## src/rtl/priority_shiphrator_stream_pkg.sv

```systemverilog
// Shared widths and FSM encoding for the index-to-bit-vector stream assembler.
// The default widths match the priority decoder, so both ends of the round trip agree.
package priority_shiphrator_stream_pkg;

  localparam int unsigned DefIdxW = 3;
  localparam int unsigned DefOutW = 8;
  localparam int unsigned DefCntW = 4;

  typedef enum logic [1:0] {
    StIdle,
    StAcc,
    StOut
  } state_e;

endpackage

```

## src/rtl/onehot_decoder.sv

```systemverilog
// Maps a bit index to a one-hot OUT_W word.
// The word is all zeros and oor_o is raised when the index has no bit in the word.
module onehot_decoder #(
  parameter int unsigned IDX_W = 3,
  parameter int unsigned OUT_W = 8
) (
  input  logic [IDX_W-1:0] num_i,
  output logic [OUT_W-1:0] onehot_o,
  output logic             oor_o
);

  always_comb begin
    onehot_o = '0;
    oor_o    = 1'b1;
    for (int unsigned i = 0; i < OUT_W; i++) begin
      if (num_i == IDX_W'(i)) begin
        onehot_o[i] = 1'b1;
        oor_o       = 1'b0;
      end
    end
  end

endmodule

```

## src/rtl/priority_shiphrator_stream.sv

```systemverilog
// Accumulates a stream of bit indices into a mask.
// The beat flagged last emits the mask as a registered word with a saturating beat count.
module priority_shiphrator_stream
  import priority_shiphrator_stream_pkg::*;
#(
  parameter int unsigned IDX_W = DefIdxW,
  parameter int unsigned OUT_W = DefOutW,
  parameter int unsigned CNT_W = DefCntW
) (
  input  logic             clk,
  input  logic             rst,
  input  logic             in_valid,
  output logic             in_ready,
  input  logic [IDX_W-1:0] num,
  input  logic             in_last,
  output logic             ub_valid,
  input  logic             ub_ready,
  output logic [OUT_W-1:0] ub,
  output logic [CNT_W-1:0] ub_cnt,
  output logic             err
);

  state_e             state_q;
  logic [OUT_W-1:0]   mask_q;
  logic [CNT_W-1:0]   cnt_q;
  logic [OUT_W-1:0]   ub_q;
  logic [CNT_W-1:0]   ub_cnt_q;
  logic               ub_valid_q;
  logic               err_q;

  logic [OUT_W-1:0]   onehot;
  logic               oor;
  logic               beat_acc;
  logic [CNT_W-1:0]   cnt_inc;

  onehot_decoder #(
    .IDX_W (IDX_W),
    .OUT_W (OUT_W)
  ) u_onehot_decoder (
    .num_i    (num),
    .onehot_o (onehot),
    .oor_o    (oor)
  );

  assign in_ready = !ub_valid_q || ub_ready;
  assign beat_acc = in_valid && in_ready;
  assign cnt_inc  = (cnt_q == {CNT_W{1'b1}}) ? cnt_q : cnt_q + 1'b1;

  always_ff @(posedge clk or posedge rst) begin
    if (rst) begin
      state_q    <= StIdle;
      mask_q     <= '0;
      cnt_q      <= '0;
      ub_q       <= '0;
      ub_cnt_q   <= '0;
      ub_valid_q <= 1'b0;
      err_q      <= 1'b0;
    end else begin
      err_q <= beat_acc && oor;
      if (ub_valid_q && ub_ready) begin
        ub_valid_q <= 1'b0;
      end
      if (beat_acc) begin
        if (in_last) begin
          // A last beat overrides the transfer-clear above: the new word replaces the old.
          ub_q       <= mask_q | onehot;
          ub_cnt_q   <= cnt_inc;
          ub_valid_q <= 1'b1;
          mask_q     <= '0;
          cnt_q      <= '0;
          state_q    <= StOut;
        end else begin
          mask_q  <= mask_q | onehot;
          cnt_q   <= cnt_inc;
          state_q <= StAcc;
        end
      end else if (state_q == StOut && ub_ready) begin
        state_q <= (mask_q != '0) ? StAcc : StIdle;
      end
    end
  end

  assign ub_valid = ub_valid_q;
  assign ub       = ub_q;
  assign ub_cnt   = ub_cnt_q;
  assign err      = err_q;

endmodule

```

## config.mk

```make
export PLATFORM = sky130hd
export DESIGN_NAME = priority_shiphrator_stream
export DESIGN_NICKNAME = d
export VERILOG_FILES = /design/src/rtl/priority_shiphrator_stream_pkg.sv /design/src/rtl/onehot_decoder.sv /design/src/rtl/priority_shiphrator_stream.sv
export SDC_FILE = /design/constraint.sdc
export NUM_CORES = 1
export LEC_CHECK = 0
export CORE_MARGIN = 2
export CORE_UTILIZATION = 45
export DETAILED_ROUTE_END_ITERATION = 10
export PLACE_DENSITY = 0.7
export SLEW_MARGIN = 20
export SYNTH_ARGS = -nofsm -noshare
export SYNTH_HDL_FRONTEND = slang
export SYNTH_SLANG_ARGS = --single-unit
```

## constraint.sdc

```tcl
create_clock -name clk -period 1.8 [get_ports clk]
set_clock_uncertainty 0.15 [all_clocks]
set_input_delay 0.36 -clock clk [delete_from_list [all_inputs] [get_ports clk]]
set_output_delay 0.36 -clock clk [all_outputs]
set_load 0.02 [all_outputs]
```

Yosys cells after proc, flatten, opt, wreduce, memory -nomap -nowiden
Index checks and enable logic that the tools add are counted.
{"block": "totals", "ff_bits": 26, "inputBits": 8, "output_inout_bits": 15, "word_cells": 45}
{"block": "op_classes", "addsub": 1, "eq_ne": 8, "muxes": 22, "bitwise_logic": 1, "n_reduce_logical": 7}
{"op": "2-to-1 mux 1 bit", "count": 19}
{"op": "== test 3 bit, second input constant", "count": 4}
{"op": "2-to-1 mux 4 bit", "count": 2}
{"op": "2-to-1 mux 8 bit", "count": 1}
{"op": "OR 8 bit", "count": 1}
{"op": "== test 3 x 2 -> 1 bit, second input constant", "count": 2}
{"op": "adder 4 x 1 -> 4 bit, second input constant", "count": 1}
{"op": "== test 4 bit, second input constant", "count": 1}
{"op": "== test 3 x 1 -> 1 bit, second input constant", "count": 1}
{"op": "logical AND 1 bit", "count": 3}
{"op": "logical NOT 3 bit", "count": 1}
{"op": "AND reduction 2 bit", "count": 1}
{"op": "logical NOT 1 bit", "count": 1}
{"op": "logical OR 1 bit", "count": 1}

Logic depth before layout (Yosys ltp)
Gate-level depths: netlist of the first run.
{"block": "logic_depth", "depth_word": 10, "mapped_depth": 6, "mapped_depth_nobuf": 4}

Modules after synthesis
A second synthesis of the first run with hierarchy kept.
{"block": "hier_totals", "hier_cells": 119, "area_unflattened_um2": 1231.2}
{"module": "priority_shiphrator_stream", "n_inst": 1, "cells_per_inst": 109, "area_per_inst_um2": 1154.9, "seq_area_each_um2": 650.6}
{"module": "onehot_decoder", "n_inst": 1, "cells_per_inst": 10, "area_per_inst_um2": 76.3, "seq_area_each_um2": 0.0}

Worst setup path after synthesis of the first run
No wires, ideal clock.
{"block": "synth_path", "path_kind": "flip-flop to flip-flop", "startpoint": "register ub_valid_q (netlist: ub_valid)", "endpoint": "register ub_cnt_q[0] (netlist: ub_cnt[0])", "setup_ns": 0.125, "arrival_time_ns": 1.269, "required_ns": 1.525, "slack_ns": 0.256, "stages_incl_launch_ff": 6, "path_buffers": 2, "synth_period_minus_slack_ns": 1.544, "path_cell_list": "dfrtp_1 > nand2b_4 > buf_6 > and3_4 > buf_6 > mux2_4"}
{"block": "synth_via", "elab_chain_len": 4}
{"item": "from (decl)", "line": "priority_shiphrator_stream.sv:28", "source": "logic ub_valid_q;"}
{"item": "from (signal assigned)", "line": "priority_shiphrator_stream.sv:56", "source": "ub_valid_q <= 1'b0;"}
{"item": "from (signal assigned)", "line": "priority_shiphrator_stream.sv:61", "source": "ub_valid_q <= 1'b0;"}
{"item": "from (signal assigned)", "line": "priority_shiphrator_stream.sv:68", "source": "ub_valid_q <= 1'b1;"}
{"item": "logical NOT 1 bit", "line": "priority_shiphrator_stream.sv:45", "source": "assign in_ready = !ub_valid_q || ub_ready;"}
{"item": "logical OR 1 bit", "line": "priority_shiphrator_stream.sv:45"}
{"item": "logical AND 1 bit", "line": "priority_shiphrator_stream.sv:46", "source": "assign beat_acc = in_valid && in_ready;"}
{"item": "AND reduction 2 bit (no source line)"}
{"item": "to (signal assigned)", "line": "priority_shiphrator_stream.sv:67", "source": "ub_cnt_q <= cnt_inc;"}
{"item": "to (decl)", "line": "priority_shiphrator_stream.sv:27", "source": "logic [CNT_W-1:0] ub_cnt_q;"}
Every way passes these cells.
A chain may end at the register's enable or synchronous reset.

Worst setup path after layout of the first run
{"block": "layout_path", "startpoint": "input port ub_ready", "endpoint": "output port in_ready"}
{"block": "layout_via", "elab_chain_len": 1}
{"item": "from (decl)", "line": "priority_shiphrator_stream.sv:17", "source": "input logic ub_ready,"}
{"item": "logical OR 1 bit", "line": "priority_shiphrator_stream.sv:45"}
{"item": "to (decl)", "line": "priority_shiphrator_stream.sv:13", "source": "output logic in_ready,"}
Every way passes these cells.

==> results of run 1 <==
final cells by class:
cell class	count	area, um^2
fill	238	995
sequential	26	651
multi-input combinational	76	495
timing repair buffer	32	293
tap	30	37.5
clock buffer	4	36.3
inverter	4	15.0
cell families after synthesis:
| kind of cell | after synthesis | share of synthesized area |
|---|---|---|
| flip-flops | 26 | 0.531 |
| buffers and inverters | 14 | 0.0653 |
| AO/OA/AOI/OAI | 46 | 0.242 |
| adder cells (fa/ha/maj) | 1 | 0.0102 |
| AND/OR/NAND/NOR | 24 | 0.112 |
| other | 1 | 0.00306 |
| multiplexers | 3 | 0.0296 |
| XOR/XNOR | 1 | 0.00714 |
worst max-delay path, cell delays in order:
cell and delay, ns:
clkdlybuf4s50_1 0.45, nand2b_4 0.11, dlygate4sd2_1 0.32
per-stage QoR:
stage / setup slack [ns] / power (mW) / cell area (um^2) / hold WS, ns
after floorplan: 0.256 / 1.00 / 1230 / 0.250
after global placement: -0.237 / 1.19 / 1510 / 0.333
after detailed placement: -0.228 / 1.21 / 1510 / 0.342
after CTS: 0.00527 / 1.46 / 1530 / 0.242
after global routing: 0.0197 / 1.53 / 1530 / 0.277
final: 0.0445 / 1.45 / 1530 / 0.224
timing repair:
item | CTS | global route
gates resized for setup | 14 | 1
setup endpoints to repair | 14 | 1
pin swaps | 0 | 0
hold endpoints to repair | 0 | 0
per-layer routing:
metal	routed length, um	up-vias	track usage
li1	-	482	-
met1	1190	506	0.226
met2	1400	26	0.343
met3	110	4	0.0488
met4	32	0	0.0442
met5	0	-	0
Yosys cell counts, drive strengths merged:
cell     instances
a41oi           10
xor2             1
nor2            10
buf              7
o2bb2ai          1
mux2i            1
dfrtp           26
and2             1
o21ai            2
inv              4
conb             1
and4             1
a41o             1
nand2            2
a21boi           2
nand3b           3
nand3            1
ha               1
a21oi           18
and3             1
nor2b            3
nand4            1
clkbuf           3
a31oi           12
nand2b           1
mux2             2
power by group through the flow:
| stage | clock, mW | sequential, mW | combinational (mW) |
|---|---|---|---|
| after floorplan | 0 | 0.815 | 0.186 |
| after global placement | 0 | 0.743 | 0.450 |
| after detailed placement | 0 | 0.747 | 0.459 |
| after CTS | 0.307 | 0.733 | 0.419 |
| after global routing | 0.323 | 0.745 | 0.458 |
| final | 0.302 | 0.732 | 0.417 |
flip-flops by register name, indices dropped and copies added (netlist names):
name      flops
mask_q        8
ub            8
cnt_q         4
ub_cnt        4
err           1
ub_valid      1
how the worst max path moves through the flow:
stage | slack [ns] | end
floorplan | 0.26 | ub_cnt[0]$_DFFE_PP0P_
global placement | -0.24 | in_ready
detailed placement | -0.23 | in_ready
CTS | 0.005 | err
global route | 0.02 | in_ready
finish | 0.04 | in_ready
==> run summary, run 1 <==
root buf cell: clkbuf_4
Synth area leader: dfrtp_1
CP Max Fanout: 2
FP Rows: 18
Seq/Total Area, Yosys: 0.531
Setup violations, final: 0
Layout area overhead: 24.6%
Synth area leaders: dfrtp_1 53%, a21oi_1 7.3%, a41oi_1 7.1%
GPL Wtd Cong: 0.745
CTS Sinks: 26
Post-Syn Instances: 116
most common cell after layout, fill and taps aside: dfrtp_1
syn nets: 125
Die Wd: 56.2 um
io pins: 23
Peak VDD IR: 680 uV
Core Util, Final: 0.606
H-tree levels: 1
yosys warns: 0
Reg2Reg Depth: 4
drt pass-1 iters: 4
deepest clock path buffer count: 2
All-Layer GR Usage: 0.191
launch point of the worst path: ub_ready
CTS tree: yes
static leakage: 0.701 nW
library cells used by synthesis: 28
Crit path arrival time: 1.25 ns
hold violation total from the final report: 0
DR iter-0 viols: 14
hold-fix buffers at CTS: 0
HP Class: in -> async
Residual DRC: 0
routed len/inst: 15.9 um
RSZ-0062 raised after global routing: false
Final period util: 0.975
r2r startpoint: cnt_q[1]$_DFFE_PP0P_
CP Launch Type: primary input
synthesis-stage register bit count: 26
Pint: 0.978 mW
initial antenna violation count: 0
Sum Neg Setup Slack: 0 ns
Post CTS Setup Buffer Count: 0
max cap viols: 0
worst path required time: 1.29 ns
via count: 1018
Clock power frac: 0.208
CTS buffer count: 3
Logic pwr share: 0.288
via/cell ratio: 5.92
Syn Area/Cell: 10.6 um^2
fmax: 570 MHz
IO buf count: 22
DP Cell Count: 168
core area: 2520 um^2
hpwl dp: 1850 um
Slew Viols, Final: 0
reg-to-reg endpoint: ub_cnt[0]$_DFFE_PP0P_
switching portion of total power: 0.326
CTS clk-pin slew, worst paths: 0.15 ns
Final ANT Viol Nets: 0
Layout Nets: 152
die area: 3160 um^2
final wirelength: 2730 um
number of global-route vias before repair: 1132
Switching Power: 0.473 mW
Finished Layout Cells: 172
Antenna diodes: 0
most frequent cells in the layout: 26 x dfrtp_1, 18 x a21oi_1, 14 x dlygate4sd2_1
worst skew pair latency: 0.33 ns
P per Cell Area: 950 nW/um^2
CP Class: in -> out
Reg2Reg Setup Slack: 0.13 ns
pin count of the biggest net entering global routing: 27
status: finished, final reports clean
Setup crit end kind: output pin
mapped cell area: 1230 um^2
first-pass GRT wire length: 4840 um
post-route minimum period: 1.76 ns
share of layout cells above drive strength 1: 0.127
Synth top area share: 0.531
Die Y: 56.2 um
Initial Util: 0.486
Reg power frac: 0.504
gr ovfl total: 0
(Power assumes the default switching activity.)
==> inputs of run 2 (changes only) <==
--- a/config.mk
+++ b/config.mk
@@ -5,10 +5,11 @@
 export SDC_FILE = /design/constraint.sdc
 export NUM_CORES = 1
 export LEC_CHECK = 0
+export CAP_MARGIN = 20
 export CORE_MARGIN = 2
 export CORE_UTILIZATION = 45
 export DETAILED_ROUTE_END_ITERATION = 10
-export PLACE_DENSITY = 0.7
+export PLACE_DENSITY = 0.68
 export SLEW_MARGIN = 20
 export SYNTH_ARGS = -nofsm -noshare
 export SYNTH_HDL_FRONTEND = slang
==> run summary, run 2 (synthesized netlist as in run 1, its figures left out) <==
pin count of the biggest net entering global routing: 22
initial antenna violation count: 0
io pins: 23
post-route minimum period: 1.73 ns
Antenna diodes: 0
Layout Nets: 151
CP Launch Type: primary input
number of global-route vias before repair: 971
most frequent cells in the layout: 26 x dfrtp_1, 18 x a21oi_1, 12 x a31oi_1, 12 x dlygate4sd2_1
Sum Neg Setup Slack: 0 ns
CTS Sinks: 26
Final period util: 0.962
IO buf count: 22
hold-fix buffers at CTS: 0
static leakage: 0.697 nW
fmax: 578 MHz
Slew Viols, Final: 0
r2r startpoint: cnt_q[0]$_DFFE_PP0P_
Die Wd: 56.2 um
Initial Util: 0.486
Post CTS Setup Buffer Count: 0
hold violation total from the final report: 0
FILL cells: 228
worst skew pair latency: 0.31 ns
root buf cell: clkbuf_4
via/cell ratio: 5.91
CP Class: in -> out
H-tree levels: 1
PnR Total Power: 1.38 mW
Die Y: 56.2 um
Peak VDD IR: 651 uV
Crit path arrival time: 1.22 ns
FP Rows: 18
most common cell after layout, fill and taps aside: dfrtp_1
die area: 3160 um^2
routed len/inst: 15.3 um
GPL Wtd Cong: 0.733
final worst slack: 0.0688 ns
final wirelength: 2610 um
hpwl dp: 1820 um
All-Layer GR Usage: 0.172
CTS buffer count: 3
deepest clock path buffer count: 2
DR iter-0 viols: 27
CP Max Fanout: 2
share of layout cells above drive strength 1: 0.114
CTS clk-pin slew, worst paths: 0.13 ns
status: finished, final reports clean
RSZ-0062 raised after global routing: false
Reg2Reg Depth: 4
via count: 1004
HP Class: in -> async
worst path required time: 1.29 ns
cts repair resizes: 13
Setup crit end kind: output pin
Reg2Reg Setup Slack: 0.11 ns
CTS tree: yes
post-place setup slack: -0.239 ns
P per Cell Area: 914 nW/um^2
drt pass-1 iters: 4
Final ANT Viol Nets: 0
first-pass GRT wire length: 4340 um
gr ovfl total: 0
max cap viols: 0
Setup violations, final: 0
Layout area overhead: 23.3%
Residual DRC: 0
reg-to-reg endpoint: ub_cnt[0]$_DFFE_PP0P_
core area: 2520 um^2
[run 2: changes by cell type in the layout (fill, tap and decap cells not counted)]
cell             previous run  this run
clkdlybuf4s15_1             0         1
buf_4                       9         8
dlymetal6s2s_1              1         2
clkbuf_8                    1         0
dlygate4sd2_1              14        12
[run 2: how the worst max path moves through the flow]
stage,slack [ns],end,depth (start not counted),startpoint
final,0.07,in_ready,3,ub_ready
after global routing,0.02,ub_cnt[0]$_DFFE_PP0P_,4,cnt_q[0]$_DFFE_PP0P_
after CTS,0.002,ub[2],1,ub[2]$_DFFE_PP0P_
after detailed placement,-0.24,in_ready,3,ub_ready
after global placement,-0.25,in_ready,3,ub_ready
after floorplan,0.26,ub_cnt[0]$_DFFE_PP0P_,5,ub_valid$_DFF_PP0_
[run 2: stage by stage]
step	cell area, um^2	instances	utilization	hold WS [ns]
after floorplan	1230	116	-	0.250
after CTS	1510	170	0.597	0.116
final	1510	170	0.599	0.111
after detailed placement	1500	167	0.594	0.344
after global routing	1510	170	0.599	0.128
after global placement	1500	167	0.594	0.332
[run 2: metal layers]
| metal | vias up | global-route usage | part of all wire | wire length (um) |
|---|---|---|---|---|
| li1 | 483 | - | - | - |
| met1 | 507 | 0.223 | 0.44 | 1150 |
| met2 | 12 | 0.294 | 0.53 | 1380 |
| met3 | 2 | 0.0209 | 0.023 | 60 |
| met4 | 0 | 0.0612 | 0.0058 | 15 |
| met5 | - | 0 | 0 | 0 |
[run 2: where the power goes]
part / internal, mW / switching, mW / total, mW / leakage (nW)
registers: 0.675 / 0.0628 / 0.737 / 0.325
logic: 0.177 / 0.227 / 0.405 / 0.358
clock network: 0.0782 / 0.161 / 0.239 / 0.0138
[run 2: final cells by class]
cell class	count	area, um^2	area share
well taps	30	37.5	0.0248
repair buffers	31	290	0.192
flip-flops and latches	26	651	0.430
multi-input cells	76	495	0.328
clock buffers	3	22.5	0.0149
inverters	4	15.0	0.00993
[run 2: critical path, cell delays in order]
cell,delay (ns)
clkdlybuf4s50_1,0.45
nand2b_4,0.11
clkdlybuf4s15_1,0.29
